**src/rtl/vga_layer_mixer.sv**
```systemverilog
// Final-stage compositor: keys the sprite over the background and aligns VGA timing with ROM latency.
// Optional LAYER_SHADOW_EN latches the sprite box once per frame so that a mid-frame move cannot tear it.
module vga_layer_mixer #(
    parameter logic [11:0] KEY_COLOR = 12'hF0F,
    parameter int          ROM_LAT   = 1
) (
    input  logic        clk,
    input  logic        rst,
    input  logic        pix_ce,
    input  logic [9:0]  h_cnt,
    input  logic [9:0]  v_cnt,
    input  logic        valid,
    input  logic        hsync_in,
    input  logic        vsync_in,
    input  logic [9:0]  spr_left,
    input  logic [9:0]  spr_right,
    input  logic [9:0]  spr_up,
    input  logic [9:0]  spr_down,
    input  logic [11:0] spr_pixel,
    input  logic [11:0] bg_pixel,
    output logic [3:0]  vga_r,
    output logic [3:0]  vga_g,
    output logic [3:0]  vga_b,
    output logic        hsync,
    output logic        vsync,
    output logic        frame_done,
    output logic        spr_visible
);
    typedef enum logic [1:0] {WAIT, ACTIVE, BLANK} state_t;

    state_t state_reg, state_next;
    logic   at_origin, at_end, go_active, go_blank;

    assign at_origin = (h_cnt == 10'd0) && (v_cnt == 10'd0);
    assign at_end    = (h_cnt == 10'd0) && (v_cnt == 10'd480);

    always_ff @(posedge clk) begin
        if (rst) state_reg <= WAIT;
        else     state_reg <= state_next;
    end

    always_comb begin
        state_next = state_reg;
        go_active  = 1'b0;
        go_blank   = 1'b0;
        case (state_reg)
            WAIT, BLANK: begin
                if (pix_ce && at_origin) begin
                    state_next = ACTIVE;
                    go_active  = 1'b1;
                end
            end
            ACTIVE: begin
                if (pix_ce && at_end) begin
                    state_next = BLANK;
                    go_blank   = 1'b1;
                end
            end
            default: state_next = WAIT;
        endcase
    end

    logic [9:0] box_l, box_r, box_u, box_d;
`ifdef LAYER_SHADOW_EN
    logic [9:0] sh_l_reg, sh_r_reg, sh_u_reg, sh_d_reg;

    always_ff @(posedge clk) begin
        if (rst) begin
            sh_l_reg <= '0;
            sh_r_reg <= '0;
            sh_u_reg <= '0;
            sh_d_reg <= '0;
        end else if (go_active) begin
            sh_l_reg <= spr_left;
            sh_r_reg <= spr_right;
            sh_u_reg <= spr_up;
            sh_d_reg <= spr_down;
        end
    end

    // The first pixel of a frame already belongs to the newly latched box.
    assign box_l = go_active ? spr_left  : sh_l_reg;
    assign box_r = go_active ? spr_right : sh_r_reg;
    assign box_u = go_active ? spr_up    : sh_u_reg;
    assign box_d = go_active ? spr_down  : sh_d_reg;
`else
    assign box_l = spr_left;
    assign box_r = spr_right;
    assign box_u = spr_up;
    assign box_d = spr_down;
`endif

    // An inverted box (left>right or up>down) matches nothing, which hides wrapped sprites.
    logic in_box_now;
    assign in_box_now = valid && (box_l <= h_cnt) && (h_cnt <= box_r)
                              && (box_u <= v_cnt) && (v_cnt <= box_d);

    logic [ROM_LAT-1:0] in_box_dly_reg, valid_dly_reg, hs_dly_reg, vs_dly_reg;
    logic [ROM_LAT:0]   in_box_chain, valid_chain, hs_chain, vs_chain;

    assign in_box_chain = {in_box_dly_reg, in_box_now};
    assign valid_chain  = {valid_dly_reg, valid};
    assign hs_chain     = {hs_dly_reg, hsync_in};
    assign vs_chain     = {vs_dly_reg, vsync_in};

    always_ff @(posedge clk) begin
        if (rst) begin
            in_box_dly_reg <= '0;
            valid_dly_reg  <= '0;
            hs_dly_reg     <= '1;
            vs_dly_reg     <= '1;
        end else if (pix_ce) begin
            in_box_dly_reg <= in_box_chain[ROM_LAT-1:0];
            valid_dly_reg  <= valid_chain[ROM_LAT-1:0];
            hs_dly_reg     <= hs_chain[ROM_LAT-1:0];
            vs_dly_reg     <= vs_chain[ROM_LAT-1:0];
        end
    end

    logic        draw;
    logic [11:0] color_next;
    logic [11:0] color_reg;
    logic        hsync_reg, vsync_reg, frame_done_reg, spr_visible_reg, seen_reg;

    assign draw = in_box_dly_reg[ROM_LAT-1] && valid_dly_reg[ROM_LAT-1]
               && (spr_pixel != KEY_COLOR) && (state_reg != WAIT);

    always_comb begin
        color_next = 12'h000;
        if ((state_reg != WAIT) && valid_dly_reg[ROM_LAT-1])
            color_next = draw ? spr_pixel : bg_pixel;
    end

    always_ff @(posedge clk) begin
        if (rst) begin
            color_reg <= 12'h000;
            hsync_reg <= 1'b1;
            vsync_reg <= 1'b1;
        end else if (pix_ce) begin
            color_reg <= color_next;
            hsync_reg <= hs_dly_reg[ROM_LAT-1];
            vsync_reg <= vs_dly_reg[ROM_LAT-1];
        end
    end

    // Frame start clears before any same-tick pixel can set; frame end folds in the last pixel.
    always_ff @(posedge clk) begin
        if (rst) begin
            seen_reg        <= 1'b0;
            spr_visible_reg <= 1'b0;
            frame_done_reg  <= 1'b0;
        end else begin
            frame_done_reg <= go_blank;
            if (go_active)
                seen_reg <= 1'b0;
            else if (pix_ce && draw)
                seen_reg <= 1'b1;
            if (go_blank)
                spr_visible_reg <= seen_reg | draw;
        end
    end

    assign vga_r       = color_reg[11:8];
    assign vga_g       = color_reg[7:4];
    assign vga_b       = color_reg[3:0];
    assign hsync       = hsync_reg;
    assign vsync       = vsync_reg;
    assign frame_done  = frame_done_reg;
    assign spr_visible = spr_visible_reg;
endmodule

```
**config.mk**
```make
export PLATFORM = sky130hd
export DESIGN_NAME = vga_layer_mixer
export DESIGN_NICKNAME = d
export VERILOG_FILES = /design/src/rtl/vga_layer_mixer.sv
export SDC_FILE = /design/constraint.sdc
export NUM_CORES = 1
export LEC_CHECK = 0
export BUFFER_PORTS_ARGS = -buffer_cell sky130_fd_sc_hd__clkbuf_2
export CORE_ASPECT_RATIO = 0.7
export CORE_MARGIN = 2
export CORE_UTILIZATION = 48
export CTS_BUF_LIST = sky130_fd_sc_hd__clkbuf_4 sky130_fd_sc_hd__clkbuf_8
export DETAILED_ROUTE_END_ITERATION = 6
export PLACE_DENSITY = 0.91
export SKIP_CTS_REPAIR_TIMING = 1
export SLEW_MARGIN = 20
export SYNTH_ARGS = -nofsm -noshare
export SYNTH_HDL_FRONTEND = slang
export SYNTH_SLANG_ARGS = --single-unit
```
**constraint.sdc**
```tcl
create_clock -name clk -period 1.95 [get_ports clk]
set_input_delay 0.2925 -clock clk [delete_from_list [all_inputs] [get_ports clk]]
set_output_delay 0.2925 -clock clk [all_outputs]
set_load 0.03 [all_outputs]
```
==> run metrics, run 1 <==
outcome=completed; syn avg cell area=7.99 sq um; initial antenna violation count=0; root buffer cell=clkbuf_8; LEAKAGE=1.58 nW; vias in the first global route=2256; hold crit path type=in -> reg; relative slew slack=30.3%; Max Clock Skew=0.00110 ns; Mapped Area=2170 sq um; hold path cells=3; Mapped Cells=272; slowest library cell on the worst path=o211ai_1; Routed WL per cell=13.1 um; layout cells sized above 1=32.9%; post-route ant nets=0; final setup fails=0; io pins=106; # DRC=0; Detailed Route Iter0 Violations=108; number of port buffers=105; CP required=2.11 ns; maximum clock rate=0.583 GHz; largest net degree at the start of global routing=18; Max clock buf depth=2; sum of negative setup slack=0 ns; diode count=0; Worst Path Class, Setup=reg -> reg; Worst-path clk slew=0.08 ns; Worst Path Arrival=1.87 ns; Die H=60.3 um; r2r setup slk=0.24 ns; Die ar.=5090 sq um; syn nets=402; final net count=514; area share of the largest cell type after synthesis=23.0%; max reg flops=12; Initial Util=49.9%; Tmin final=1.71 ns; Overall Power=0.00114 W; RSZ-0062 raised after global routing=no; VDD IR-drop max=0.000321 V; r2r worst-path depth=3; Total GRT Usage=23.1%; period utilization=87.9%; first-pass GRT wire length=9500 um; row count=20; Synth Register Bits=23; routed vias/inst=5.19; Die Width=84.5 um; hold path endpoint=vs_dly_reg; core footprint=4350 sq um; Synthesis Warnings=0; CP delay by family, top=compound AO/OA/AOI/OAI gates; Worst-Skew Late Latency=0.26 ns; power per standard cell area=400 nW/um^2; top post-synthesis cells by area=ha_1, dfxtp_1, inv_1, mux2i_1, a21oi_1; worst path bufs/invs=0; Worst path max stage delay=0.84 ns; GR Overflow Total=0; Pre-Repair DR Iteration Count=4; Fin. Hold Viols=0; Final HPWL DP=4940 um; Seq/Total Area, Yosys=21.2%; clock tree sinks=23; CP endpoint kind=flip-flop; total CTS buffers=3; Synth area leader=ha_1; WL final=5750 um; Pins Over Slew Limit=0; TritonCTS clock tree=done; vias=2274; CP Max Fanout=13; HP Start=vsync_in; WHS=0.255 ns; CTS H-tree lvls=1; launching point of the worst reg2reg path=state_reg[1]; Layout Area Growth over Synthesis=31.1%; FF-to-FF End=color_reg[6]; CP Cell Sequence=o211ai_1 > o22ai_1 > and2_1; routability cong.=0.834; startpoint types=flip-flop; synth unique cells=36; Worst-Margin Slew=1.04 ns; max-capacitance violation count=0
==> per-stage QoR <==
stage	setup slack, ns	util (%)	cell area, sq um	cells
finish	0.236	65.5	2850	438
global route	0.125	65.5	2850	438
floorplan	0.316	-	2170	272
global placement	-0.0413	64.4	2800	434
detailed placement	0.00518	64.4	2800	434
CTS	0.260	65.5	2850	438
==> cell usage after synthesis (all sizes together) <==
library cell and count:
nand4 12, o41ai 1, nor4 3, o211ai 1, a211oi 6, a31o 1
nand4bb 1, ha 40, or4 2, nor2 12, nand3b 1, nand3 4
o31ai 2, nand4b 2, nand2 18, and2 9, nor3 7, o21bai 1
nor3b 1, mux2i 13, o22ai 9, buf 1, a21oi 16, o21ai 8
a21o 5, o22a 1, clkbuf 5, dfxtp 23, o21a 1, inv 56
nand2b 7, and2b 1, a2111oi 2
==> worst max-delay path by stage <==
| stage | from | to | depth (start not counted) |
|---|---|---|---|
| 2_1_floorplan | spr_pixel[5] | color_reg[11] | 6 |
| 6_report | state_reg[1] | color_reg[6] | 3 |
| 4_1_cts | state_reg[1] | color_reg[6] | 3 |
| 3_3_place_gp | v_cnt[5] | in_box_dly_reg | 7 |
| 5_1_grt | v_cnt[5] | in_box_dly_reg | 7 |
| 3_5_place_dp | v_cnt[5] | in_box_dly_reg | 7 |
==> metal layers <==
layer | vias up | track usage (%) | wire (um) | part of all wire (%)
met5 | - | 0 | 0 | 0
met4 | 0 | 6.35 | 80 | 1.4
met3 | 8 | 5.25 | 282 | 4.9
met2 | 59 | 42.6 | 2740 | 48
met1 | 1030 | 27.7 | 2650 | 46
li1 | 1177 | - | - | -
==> layout by cell type (no fill, tap or decap), drive strengths merged, types with 3 or more instances in the layout <==
cell    synthesis  routed
nand4          12      12
a211oi          6       6
o22ai           9       9
buf             1       8
and2            9       9
inv            56      56
nand2          18      18
mux2i          13      13
nand2b          7       7
clkbuf          5     109
o21ai           8       8
ha             40      40
nor3            7       7
nor2           12      12
nand3           4       4
a21oi          16      16
dfxtp          23      23
nor4            3       3
a21o            5       5
==> final cells by class <==
cell class              count  area, sq um
repair buffers            113          586
inverters                  56          210
clock buffers               4         48.8
multi-input cells         187         1480
well taps                  55         68.8
fillers                   390         1500
flip-flops and latches     23          460
==> power by group <==
group | switching [W] | internal, W | total (W) | leakage [nW]
clock network | 0.000140 | 0.000159 | 0.000299 | 0.0262
registers | 0.00000464 | 0.000475 | 0.000480 | 0.186
logic | 0.000186 | 0.000177 | 0.000363 | 1.37
==> kinds of logic (layout without fill, tap and decap cells) <==
| logic type | after synthesis | count (layout) | share of synthesized area, % |
|---|---|---|---|
| buffers and inverters | 62 | 173 | 10.9 |
| and+or+nand+nor | 80 | 80 | 22.0 |
| AOI/OAI and AO/OA | 54 | 54 | 17.0 |
| DFF | 23 | 23 | 21.2 |
| adders and majority gates | 40 | 40 | 23.0 |
| muxes | 13 | 13 | 5.98 |
==> worst reg2reg max path, cell delays in order, from the launching register on <==
cell	delay, ns
dfxtp_1	0.34
o211ai_1	0.84
o22ai_1	0.21
and2_1	0.22
Power figures use the tool's default switching activity.
==> run 2: changes to the inputs <==
--- a/config.mk
+++ b/config.mk
@@ -6,12 +6,14 @@
 export NUM_CORES = 1
 export LEC_CHECK = 0
 export BUFFER_PORTS_ARGS = -buffer_cell sky130_fd_sc_hd__clkbuf_2
+export CELL_PAD_IN_SITES_DETAIL_PLACEMENT = 0
+export CELL_PAD_IN_SITES_GLOBAL_PLACEMENT = 2
 export CORE_ASPECT_RATIO = 0.7
 export CORE_MARGIN = 2
-export CORE_UTILIZATION = 48
+export CORE_UTILIZATION = 25
 export CTS_BUF_LIST = sky130_fd_sc_hd__clkbuf_4 sky130_fd_sc_hd__clkbuf_8
 export DETAILED_ROUTE_END_ITERATION = 6
-export PLACE_DENSITY = 0.91
+export PLACE_DENSITY = 0.89
 export SKIP_CTS_REPAIR_TIMING = 1
 export SLEW_MARGIN = 20
 export SYNTH_ARGS = -nofsm -noshare
==> run 2 against run 1 <==
Against the previous run:
- die area rose by 86%
- clock power rose by 2%
- clock skew rose by 0.0025 ns
- sequential power barely moved
- count of clock-buffer cells in the layout did not move
- first-iteration DRC count fell by 45%
- core utilization fell by 31 points
- worst hold slack barely moved
- largest power group unchanged
- combinational power fell by 2%
- total power fell by 0.16%
- non-clock buffer count fell by 2
- sequential share of layout area fell by 0.37 points
==> run metrics, run 2 (synthesized netlist as in run 1, its figures left out) <==
routability cong.=0.779; layout cells sized above 1=32.5%; period utilization=95.3%; row count=28; dpl cells=497; Worst-Margin Slew=0.708 ns; Overall Power=0.00114 W; fin util=34.6%; Final Non-Filler Cells=501; Layout Area Growth over Synthesis=34.2%; startpoint types=input pin; post-route ant nets=0; Die Width=115 um; CTS H-tree lvls=1; VDD IR-drop max=0.000286 V; Worst-path clk slew=0.08 ns; hold crit path type=in -> reg; Worst-Skew Late Latency=0.26 ns; Max clock buf depth=2; final net count=512; Pre-Repair DR Iteration Count=4; total CTS buffers=3; number of port buffers=105; root buffer cell=clkbuf_8; most frequent cells in the layout=clkbuf_2, inv_1, ha_1; CP endpoint kind=flip-flop; max reg flops=12; Setup WS post-layout=0.0913 ns; Pins Over Slew Limit=0; Routed WL per cell=12.0 um; most common cell after layout, fill and taps aside=clkbuf_2; RSZ-0062 raised after global routing=no; Fillers=916; Max Clock Skew=0.00357 ns; clock tree sinks=23; Detailed Route Iter0 Violations=59; Total GRT Usage=12.2%; Die H=82.0 um; Die ar.=9470 sq um; relative slew slack=52.7%; max-capacitance violation count=0; largest net degree at the start of global routing=17; final setup fails=0; Initial Util=25.8%; Final HPWL DP=5440 um; Fin. Hold Viols=0; maximum clock rate=0.538 GHz; # DRC=0; initial antenna violation count=0; Worst Path Class, Setup=in -> reg; Tmin final=1.86 ns; LEAKAGE=1.57 nW; vias in the first global route=2079; vias=2169; GR Overflow Total=0; Setup WS pre-CTS=-0.315 ns; TritonCTS clock tree=done; WL final=6030 um; routed vias/inst=4.33; first-pass GRT wire length=9370 um; CP required=2.16 ns; core footprint=8440 sq um; CP Max Fanout=3; power per standard cell area=390 nW/um^2; io pins=106; outcome=completed; Worst Path Arrival=2.07 ns; diode count=0
run 2: final cells by class:
type	instances	area, sq um	share of cell area [%]
Multi-Input combinational cell	187	1480	50.7
Tap cell	120	150	5.14
Sequential cell	23	460	15.8
Timing Repair Buffer	111	571	19.5
Inverter	56	210	7.20
Clock buffer	4	48.8	1.67
run 2: per-layer routing:
layer | GRT usage [%] | share of wire (%) | vias up
met2 | 20.2 | 44 | 44
met1 | 17.3 | 51 | 955
met4 | 0.723 | 0.12 | 0
met5 | 0 | 0 | -
met3 | 2.21 | 4.8 | 2
li1 | - | - | 1168
run 2: report_power, final:
group	internal, W	total, W	switching [W]
logic	0.000172	0.000355	0.000183
clock network	0.000160	0.000306	0.000146
registers	0.000475	0.000479	0.00000373
total	0.000806	0.00114	0.000333
run 2: per-stage QoR:
stage | hold WS, ns | TNS [ns] | area [sq um]
after floorplan | 0.421 | 0 | 2170
after global placement | 0.455 | -0.325 | 2870
after detailed placement | 0.460 | -0.315 | 2870
after CTS | 0.249 | -0.0566 | 2920
after global routing | 0.264 | 0 | 2920
final | 0.255 | 0 | 2920
run 2: path summary, 6_finish.rpt:
path	cells after the start	startpoint	slack (ns)	end
worst max-delay path	7	h_cnt[7]	0.09	in_box_dly_reg
worst min-delay path	3	vsync_in	0.25	vs_dly_reg
worst max register to register	4	state_reg[1]	0.53	spr_visible
worst min register to register	2	spr_visible	0.47	spr_visible
run 2: worst max-delay path, cell delays in order:
cell and delay [ns]:
clkbuf_2 0.12, ha_1 0.32, nand4_1 0.17, a211oi_1 0.08, a2111oi_1 0.68, o22a_1 0.26
a31o_2 0.14
